==> config.mk <==
export PLATFORM = sky130hd
export DESIGN_NAME = bla_serial_sub
export DESIGN_NICKNAME = d
export VERILOG_FILES = /design/src/rtl/bla_serial_sub_pkg.sv /design/src/rtl/bla_serial_sub_bla4_slice.sv /design/src/rtl/bla_serial_sub.sv
export SDC_FILE = /design/constraint.sdc
export NUM_CORES = 1
export LEC_CHECK = 0
export CAP_MARGIN = 20
export CORE_UTILIZATION = 50
export CTS_CLUSTER_DIAMETER = 200
export DETAILED_ROUTE_END_ITERATION = 8
export PLACE_DENSITY_LB_ADDON = 0.25
export SYNTH_ARGS = -nofsm -noshare
export SYNTH_HDL_FRONTEND = slang
export SYNTH_SLANG_ARGS = --single-unit
export TNS_END_PERCENT = 1
==> constraint.sdc <==
create_clock -name clk -period 3.8 [get_ports clk]
set_clock_uncertainty 0.1 [all_clocks]
set_input_delay 0.76 -clock clk [delete_from_list [all_inputs] [get_ports clk]]
set_output_delay 0.76 -clock clk [all_outputs]
set_load 0.1 [all_outputs]
==> src/rtl/bla_serial_sub_pkg.sv <==
// rtl/bla_serial_sub_pkg.sv - shared definitions for the nibble-serial subtractor
package bla_serial_sub_pkg;

    localparam int NIBBLE_W = 4;

    typedef enum logic [1:0] {
        ST_IDLE = 2'd0,
        ST_RUN  = 2'd1,
        ST_DONE = 2'd2
    } state_t;

    // Nibble index width; a single-nibble datapath still gets one bit.
    function automatic int idx_width(input int width);
        int nnib;
        nnib = width / NIBBLE_W;
        return (nnib <= 1) ? 1 : $clog2(nnib);
    endfunction

endpackage

==> src/rtl/bla_serial_sub_bla4_slice.sv <==
// rtl/bla_serial_sub_bla4_slice.sv - combinational 4-bit borrow-lookahead subtractor
module bla4_slice
    import bla_serial_sub_pkg::*;
(
    input  logic [NIBBLE_W-1:0] a,
    input  logic [NIBBLE_W-1:0] b,
    input  logic                bin,
    output logic [NIBBLE_W-1:0] d,
    output logic                bout
);

    logic [NIBBLE_W-1:0] g;
    logic [NIBBLE_W-1:0] p;
    logic [NIBBLE_W:0]   br;

    assign g = ~a & b;
    assign p = ~(a ^ b);

    // Every borrow is a flat sum of products of g, p and bin; nothing ripples.
    assign br[0] = bin;
    assign br[1] = g[0] | (p[0] & bin);
    assign br[2] = g[1] | (p[1] & g[0]) | (p[1] & p[0] & bin);
    assign br[3] = g[2] | (p[2] & g[1]) | (p[2] & p[1] & g[0])
                 | (p[2] & p[1] & p[0] & bin);
    assign br[4] = g[3] | (p[3] & g[2]) | (p[3] & p[2] & g[1])
                 | (p[3] & p[2] & p[1] & g[0])
                 | (p[3] & p[2] & p[1] & p[0] & bin);

    assign d    = a ^ b ^ br[NIBBLE_W-1:0];
    assign bout = br[NIBBLE_W];

endmodule

==> src/rtl/bla_serial_sub.sv <==
// rtl/bla_serial_sub.sv - multi-cycle A - B - BIN, one borrow-lookahead nibble per clock
module bla_serial_sub
    import bla_serial_sub_pkg::*;
#(
    parameter int WIDTH = 16
) (
    input  logic             clk,
    input  logic             rst,
    input  logic             start,
    input  logic [WIDTH-1:0] a,
    input  logic [WIDTH-1:0] b,
    input  logic             bin,
    output logic             busy,
    output logic             done,
    output logic [WIDTH-1:0] diff,
    output logic             bout,
    output logic             zero,
    output logic             ovf
);

    localparam int NNIB  = WIDTH / NIBBLE_W;
    localparam int IDX_W = idx_width(WIDTH);
    localparam int MSB   = WIDTH - 1;

    state_t state;
    state_t state_next;

    logic [IDX_W-1:0]    idx;
    logic [IDX_W+1:0]    bit_off;
    logic [WIDTH-1:0]    a_r;
    logic [WIDTH-1:0]    b_r;
    logic [WIDTH-1:0]    diff_r;
    logic [WIDTH-1:0]    diff_next;
    logic                br_r;
    logic                bout_r;
    logic                zero_r;
    logic                ovf_r;
    logic                last_step;
    logic [NIBBLE_W-1:0] slice_a;
    logic [NIBBLE_W-1:0] slice_b;
    logic [NIBBLE_W-1:0] slice_d;
    logic                slice_bout;

    assign bit_off   = {idx, 2'b00};
    assign last_step = (idx == IDX_W'(NNIB - 1));
    assign slice_a   = a_r[bit_off +: NIBBLE_W];
    assign slice_b   = b_r[bit_off +: NIBBLE_W];

    bla4_slice u_slice (
        .a    (slice_a),
        .b    (slice_b),
        .bin  (br_r),
        .d    (slice_d),
        .bout (slice_bout)
    );

    // Current diff with this step's nibble merged in, so flags see the full result.
    always_comb begin
        diff_next = diff_r;
        diff_next[bit_off +: NIBBLE_W] = slice_d;
    end

    always_ff @(posedge clk) begin
        if (rst) begin
            state <= ST_IDLE;
        end else begin
            state <= state_next;
        end
    end

    always_comb begin
        state_next = state;
        case (state)
            ST_IDLE: if (start)     state_next = ST_RUN;
            ST_RUN:  if (last_step) state_next = ST_DONE;
            ST_DONE:                state_next = ST_IDLE;
            default:                state_next = ST_IDLE;
        endcase
    end

    always_ff @(posedge clk) begin
        if (rst) begin
            idx    <= '0;
            a_r    <= '0;
            b_r    <= '0;
            br_r   <= 1'b0;
            diff_r <= '0;
            bout_r <= 1'b0;
            zero_r <= 1'b0;
            ovf_r  <= 1'b0;
        end else begin
            case (state)
                ST_IDLE: begin
                    if (start) begin
                        a_r    <= a;
                        b_r    <= b;
                        br_r   <= bin;
                        idx    <= '0;
                        diff_r <= '0;
                        bout_r <= 1'b0;
                        zero_r <= 1'b0;
                        ovf_r  <= 1'b0;
                    end
                end
                ST_RUN: begin
                    diff_r <= diff_next;
                    br_r   <= slice_bout;
                    if (last_step) begin
                        idx    <= '0;
                        bout_r <= slice_bout;
                        zero_r <= (diff_next == '0);
                        ovf_r  <= (a_r[MSB] != b_r[MSB]) && (diff_next[MSB] != a_r[MSB]);
                    end else begin
                        idx <= idx + 1'b1;
                    end
                end
                default: begin
                end
            endcase
        end
    end

    assign busy = (state != ST_IDLE);
    assign done = (state == ST_DONE);
    assign diff = diff_r;
    assign bout = bout_r;
    assign zero = zero_r;
    assign ovf  = ovf_r;

endmodule

==> flow_metrics.tcl, run 1 <==
set metrics [dict create \
    via_per_inst 5.63 \
    max_freq_mhz 316 \
    post_synth_num_cell_types 42 \
    r2r_end "ovf" \
    ctsHoldBuffers 0 \
    post_cts_resized 0 \
    gp_congestion 0.862 \
    antenna_cells 0 \
    worstHoldPathCells 2 \
    grt_antenna_before_repair 0 \
    final_core_util_pct 65.4 \
    power_density_nw_per_um2 371 \
    path_class "reg -> reg" \
    firstDrtPassIters 5 \
    synth_seq_cells 56 \
    remaining_drc_errors 0 \
    yosys_warnings 0 \
    initial_utilization_pct 51.9 \
    setup_violations 0 \
    async_flop_share_pct 0 \
    p_leak_uw 0.00119 \
    end_kind "register" \
    htree_levels 2 \
    grt_usage_pct 24.1 \
    num-nets-final 411 \
    synth_top_cells_by_area "dfxtp_1 42%, nand2_1 10%, a21oi_1 8.9%" \
    wl_per_cell_um 14.1 \
    drt_wl_total_um 6120 \
    synthCells 316 \
    dp_hpwl_um 4400 \
    tightestPinTransition_ns 0.978 \
    grt_start_max_net_pins 57 \
    p_total_uw 1240 \
    gr-total-overflow 0 \
    netlist.area_leader.share_pct 42.3 \
    outcome "finished clean" \
    rsz0062_at_grt "no" \
    synth_edf_count 0 \
    fill_cells 469 \
    min_path_type "reg -> reg" \
    fin_tns_setup_ns 0 \
    fp.dieW_um 74.8 \
    synth_most_common_cell "nand2_1" \
    die_area_sq_um 5600 \
    core_area_sq_um 5110 \
    io_buffers 56 \
    reg2reg_depth 7 \
    slew_violations 0 \
    path_clk_slew_ns 0.10 \
    num_rows 26 \
    synth_ff_type "dfxtp_1" \
    post_cts_buffers 0 \
    crit_arrival_ns 3.31 \
    ios 57 \
    vias 2449 \
    synth.top_cells.by_count "73 x nand2_1, 56 x dfxtp_1, 47 x a21oi_1" \
    ant_nets 0 \
    period_share_pct 83.4 \
    post-place-ws_ns 0.643 \
    reg2reg_slack_ns 0.63 \
    syn_nets 363 \
    drive_gt1_share_pct 5.75 \
    maxCapViolCount 0 \
    root_buffer "clkbuf_8" \
    synth.avg_cell_area_sq_um 8.39 \
    finalWorstSetupSlack_ns 0.631 \
    cts_buffers 5 \
    syn_to_final_growth_pct 25.9 \
    cp.required_ns 3.94 \
    clock_sinks 56 \
    fin_crit_ns 3.17 \
    clkLatencyLatePin_ns 0.30 \
    yosysTopAreaCell "dfxtp_1" \
    whs_endpoint "b_r[2]" \
    ys_seq_area_share_pct 42.3 \
    first_global_vias 2257 \
    ir_drop_mv 0.191 \
    clockBufferDepth 2 \
    grt_pass1_wl_um 10200 \
    relSlewSlack_pct 34.6 \
    fp.dieH_um 74.8 \
    synthesis.area_sq_um 2650 \
    critPathMaxFanout 11 \
    rr_startpoint "idx[0]" \
    hold_viol 0 \
    first_iter_violations 180 \
    worstHoldStart "b_r[2]" \
    worstSetupStartpointType "register" \
    tritoncts "built" \
]
==> sequential cells by signal, indices dropped and copies added (netlist names) <==
signal and count:
ovf 1, zero 1, idx 2, a_r 16, bout 1, state 2, b_r 16, diff 16
br_r 1
==> power breakdown <==
| group | leakage, uW | switching [uW] | internal [uW] |
|---|---|---|---|
| clock | 0.0000455 | 180 | 149 |
| sequential | 0.000457 | 22.8 | 613 |
| combinational | 0.000691 | 162 | 112 |
| total | 0.00119 | 365 | 874 |
==> area by class of cell <==
type / count / area, sq um / area share [%]
well taps: 70 / 87.6 / 2.62
inverters: 11 / 41.3 / 1.24
clock buffers: 8 / 90.1 / 2.70
flip-flops and latches: 56 / 1120 / 33.6
repair buffers: 60 / 586 / 17.5
multi-input cells: 230 / 1410 / 42.3
==> cell usage in the layout, fill, tap and decap left out, types with 2 or more instances in the layout <==
cell             count
clkbuf_1             2
nor2b_1              3
and2_1               2
dfxtp_1             56
a32oi_1              2
nand3b_1             2
nand2b_1             6
or3b_1               2
a41oi_1              2
nor3_1               5
a22oi_1              9
nor2_1              21
nand3_1              5
ha_1                10
buf_4                4
a31oi_1              3
o211ai_1             3
nand4b_1             2
nor3b_1              2
clkdlybuf4s50_1     55
xnor2_1              2
nor4_1               2
nand2_1             73
a21oi_1             47
inv_1               11
clkbuf_8             6
o22ai_1              2
mux4_2               8
o21ai_0              3
==> critical path, cell delays in order, from the launching register on <==
cell	delay [ns]
dfxtp_1	0.71
mux4_2	0.58
ha_1	0.35
a41oi_1	0.23
o21ai_0	0.17
xnor2_1	0.58
a41oi_1	0.21
o211ai_1	0.19
==> cells by family after synthesis <==
| family | share of synthesized area (%) |
|---|---|
| adder cells (fa/ha/maj) | 5.47 |
| XOR/XNOR | 0.991 |
| multiplexers | 7.17 |
| AO/OA/AOI/OAI | 17.7 |
| flip-flops | 42.3 |
| buffers and inverters | 4.44 |
| AND/OR/NAND/NOR | 21.9 |
==> worst max path at each step <==
stage            from  endpoint  cells after the start
4_1_cts        idx[0]  diff[12]                      8
6_report       idx[0]       ovf                      7
3_3_place_gp   idx[0]  diff[12]                      8
3_5_place_dp   idx[0]  diff[12]                      8
2_1_floorplan  idx[0]  diff[12]                      9
5_1_grt        idx[0]       ovf                      8
==> layer usage <==
metal	part of all wire [%]	global-route usage, %	vias up
met2	49	42.1	83
met4	1.0	5.45	0
li1	-	-	1187
met5	0	0	-
met3	4.9	5.09	8
met1	45	30.6	1171
==> per-stage QoR <==
step,instance area (sq um),hold slack (ns),std cells
floorplan,2650,0.333,316
global placement,3250,0.345,427
detailed placement,3250,0.348,427
CTS,3340,0.361,435
global route,3340,0.377,435
finish,3340,0.359,435
(Power assumes the default switching activity.)
==> run 2, diff against run 1 <==
Clock period 3.8 ns to 3 ns, I/O delays scaled along.
==> run 2 against run 1 <==
Register-to-register slack lost 0.48 ns. Critical path depth up 1. Final cell count up 0.69%. Global-route usage grew 0.61 points. Routed wire length is 1.9% higher. First-iteration DRC count increased by 9.4%. Via count decreased by 1.6%. Non-clock buffer count rose by 3. Fmax grew 11%.
==> flow_metrics.tcl, run 2 (synthesis results as in run 1) <==
set metrics [dict create \
    wl_per_cell_um 14.2 \
    via_per_inst 5.50 \
    cp.required_ns 3.15 \
    fp.dieH_um 74.8 \
    grt_start_max_net_pins 56 \
    first_global_vias 2168 \
    comb_power_share_pct 22.4 \
    end_kind "register" \
    clkLatencyLatePin_ns 0.31 \
    setup_violations 0 \
    ir_drop_mv 0.293 \
    drt_wl_total_um 6240 \
    placed_cell_area_sq_um 3220 \
    worstHoldStart "a_r[11]" \
    outcome "finished clean" \
    met1_length_um 2870 \
    num_rows 26 \
    core_area_sq_um 5110 \
    slew_violations 0 \
    post_cts_resized 1 \
    fp.dieW_um 74.8 \
    num-nets-final 414 \
    drive_gt1_share_pct 13.3 \
    p_clk_share_pct 26.9 \
    crit_arrival_ns 3.00 \
    dp_hpwl_um 4460 \
    gr-total-overflow 0 \
    ant_nets 0 \
    max_freq_mhz 351 \
    path_buf_inv 1 \
    rsz0062_at_grt "no" \
    design_area_sq_um 3320 \
    path_cells "mux4_2, inv_1, fa_1, or3b_1, or3b_1, a21oi_1, a31oi_1, nor2_1" \
    top_layer_used "met4" \
    firstDrtPassIters 4 \
    worst_path_max_delay_cell "mux4_2" \
    pwr-share-seq_pct 50.7 \
    hold_viol 0 \
    root_buffer "clkbuf_8" \
    maxCapViolCount 0 \
    remaining_drc_errors 0 \
    antenna_cells 0 \
    dr_wl_met3_um 302 \
    rr_startpoint "idx[0]" \
    ctsHoldBuffers 0 \
    period_share_pct 94.9 \
    startpoint "idx[0]" \
    p_sw_share_pct 30.1 \
    p_sw_uw 478 \
    vias 2411 \
    fin_tns_setup_ns 0 \
    initial_utilization_pct 51.9 \
    first_iter_violations 197 \
    grt_pass1_wl_um 10400 \
    path_class "reg -> reg" \
    die_area_sq_um 5600 \
    cpPeakStageDelay_ns 0.53 \
    gp_congestion 0.865 \
    clock_sinks 56 \
    p_int_uw 1110 \
    syn_to_final_growth_pct 25.2 \
    clockBufferDepth 2 \
    tritoncts "built" \
    io_buffers 56 \
    ios 57 \
    power_density_nw_per_um2 478 \
    p_total_uw 1590 \
    met2WireLength_um 2990 \
    htree_levels 2 \
    grt_antenna_before_repair 0 \
    critPathMaxFanout 7 \
    critPathTopFamily "simple AND/OR/NAND/NOR gates" \
    worstSetupStartpointType "register" \
    post_cts_buffers 0 \
    p_leak_uw 0.00126 \
    final_cell_mix "73 x nand2_1, 55 x dfxtp_1, 47 x a21oi_1" \
    min_path_type "reg -> reg" \
    path_clk_slew_ns 0.10 \
    grt_usage_pct 24.7 \
    fill_cells 455 \
    final_common_cell "nand2_1" \
    tightestPinTransition_ns 0.747 \
    crit_top_cell "or3b_1" \
    fin_crit_ns 2.85 \
    relSlewSlack_pct 50.0 \
    cts_buffers 5 \
]
run 2: cell types whose count changed in the layout (fill, tap and decap cells not counted):
cell / previous run / this run
buf_4: 4 / 28
clkbuf_1: 2 / 0
clkdlybuf4s50_1: 55 / 34
clkinv_2: 0 / 2
dfxtp_1: 56 / 55
dfxtp_2: 0 / 1
xnor2_1: 2 / 1
xnor2_2: 0 / 1
run 2: cell type report:
type	count	area (sq um)	share of cell area, %
inverters	11	41.3	1.24
well taps	70	87.6	2.64
multi-input cells	230	1420	42.8
clock buffers	6	82.6	2.49
repair buffers	63	556	16.7
clock inverters	2	10.0	0.302
flip-flops and latches	56	1120	33.8
run 2: routing by layer:
layer / vias up / GRT usage (%)
li1: 1201 / -
met1: 1129 / 33.0
met2: 72 / 40.9
met3: 9 / 4.95
met4: 0 / 6.92
met5: - / 0
run 2: worst paths after layout:
check	end	slack, ns	cells after the start
worst min-delay path	a_r[11]	0.36	2
worst min register to register	a_r[11]	0.36	2
worst max register to register	diff[12]	0.15	8
worst max-delay path	diff[12]	0.15	8
run 2: worst register-to-register path, delay by kind of cell, from the launching register on:
kind                     cells  cell delay, ns
flip-flops                   1            0.47
multiplexers                 1            0.53
AND/OR/NAND/NOR              3            0.90
buffers and inverters        1            0.11
adder cells (fa/ha/maj)      1            0.47
AO/OA/AOI/OAI                2            0.20
run 2: power by group through the flow:
stage | Combinational (uW) | Clock, uW | Sequential (uW)
after floorplan | 216 | 0 | 834
after global placement | 343 | 0 | 821
after detailed placement | 345 | 0 | 821
after CTS | 352 | 433 | 804
after global routing | 389 | 464 | 809
final | 355 | 427 | 804
run 2: metrics by stage:
stage	cells	hold slack, ns	utilization [%]	setup slack [ns]
2_1_floorplan	316	0.333	-	0.0732
3_3_place_gp	430	0.345	63.0	0.106
3_5_place_dp	430	0.348	63.0	0.0168
4_1_cts	438	0.361	65.0	0.00268
5_1_grt	438	0.386	65.0	0.00991
6_report	438	0.360	65.0	0.152
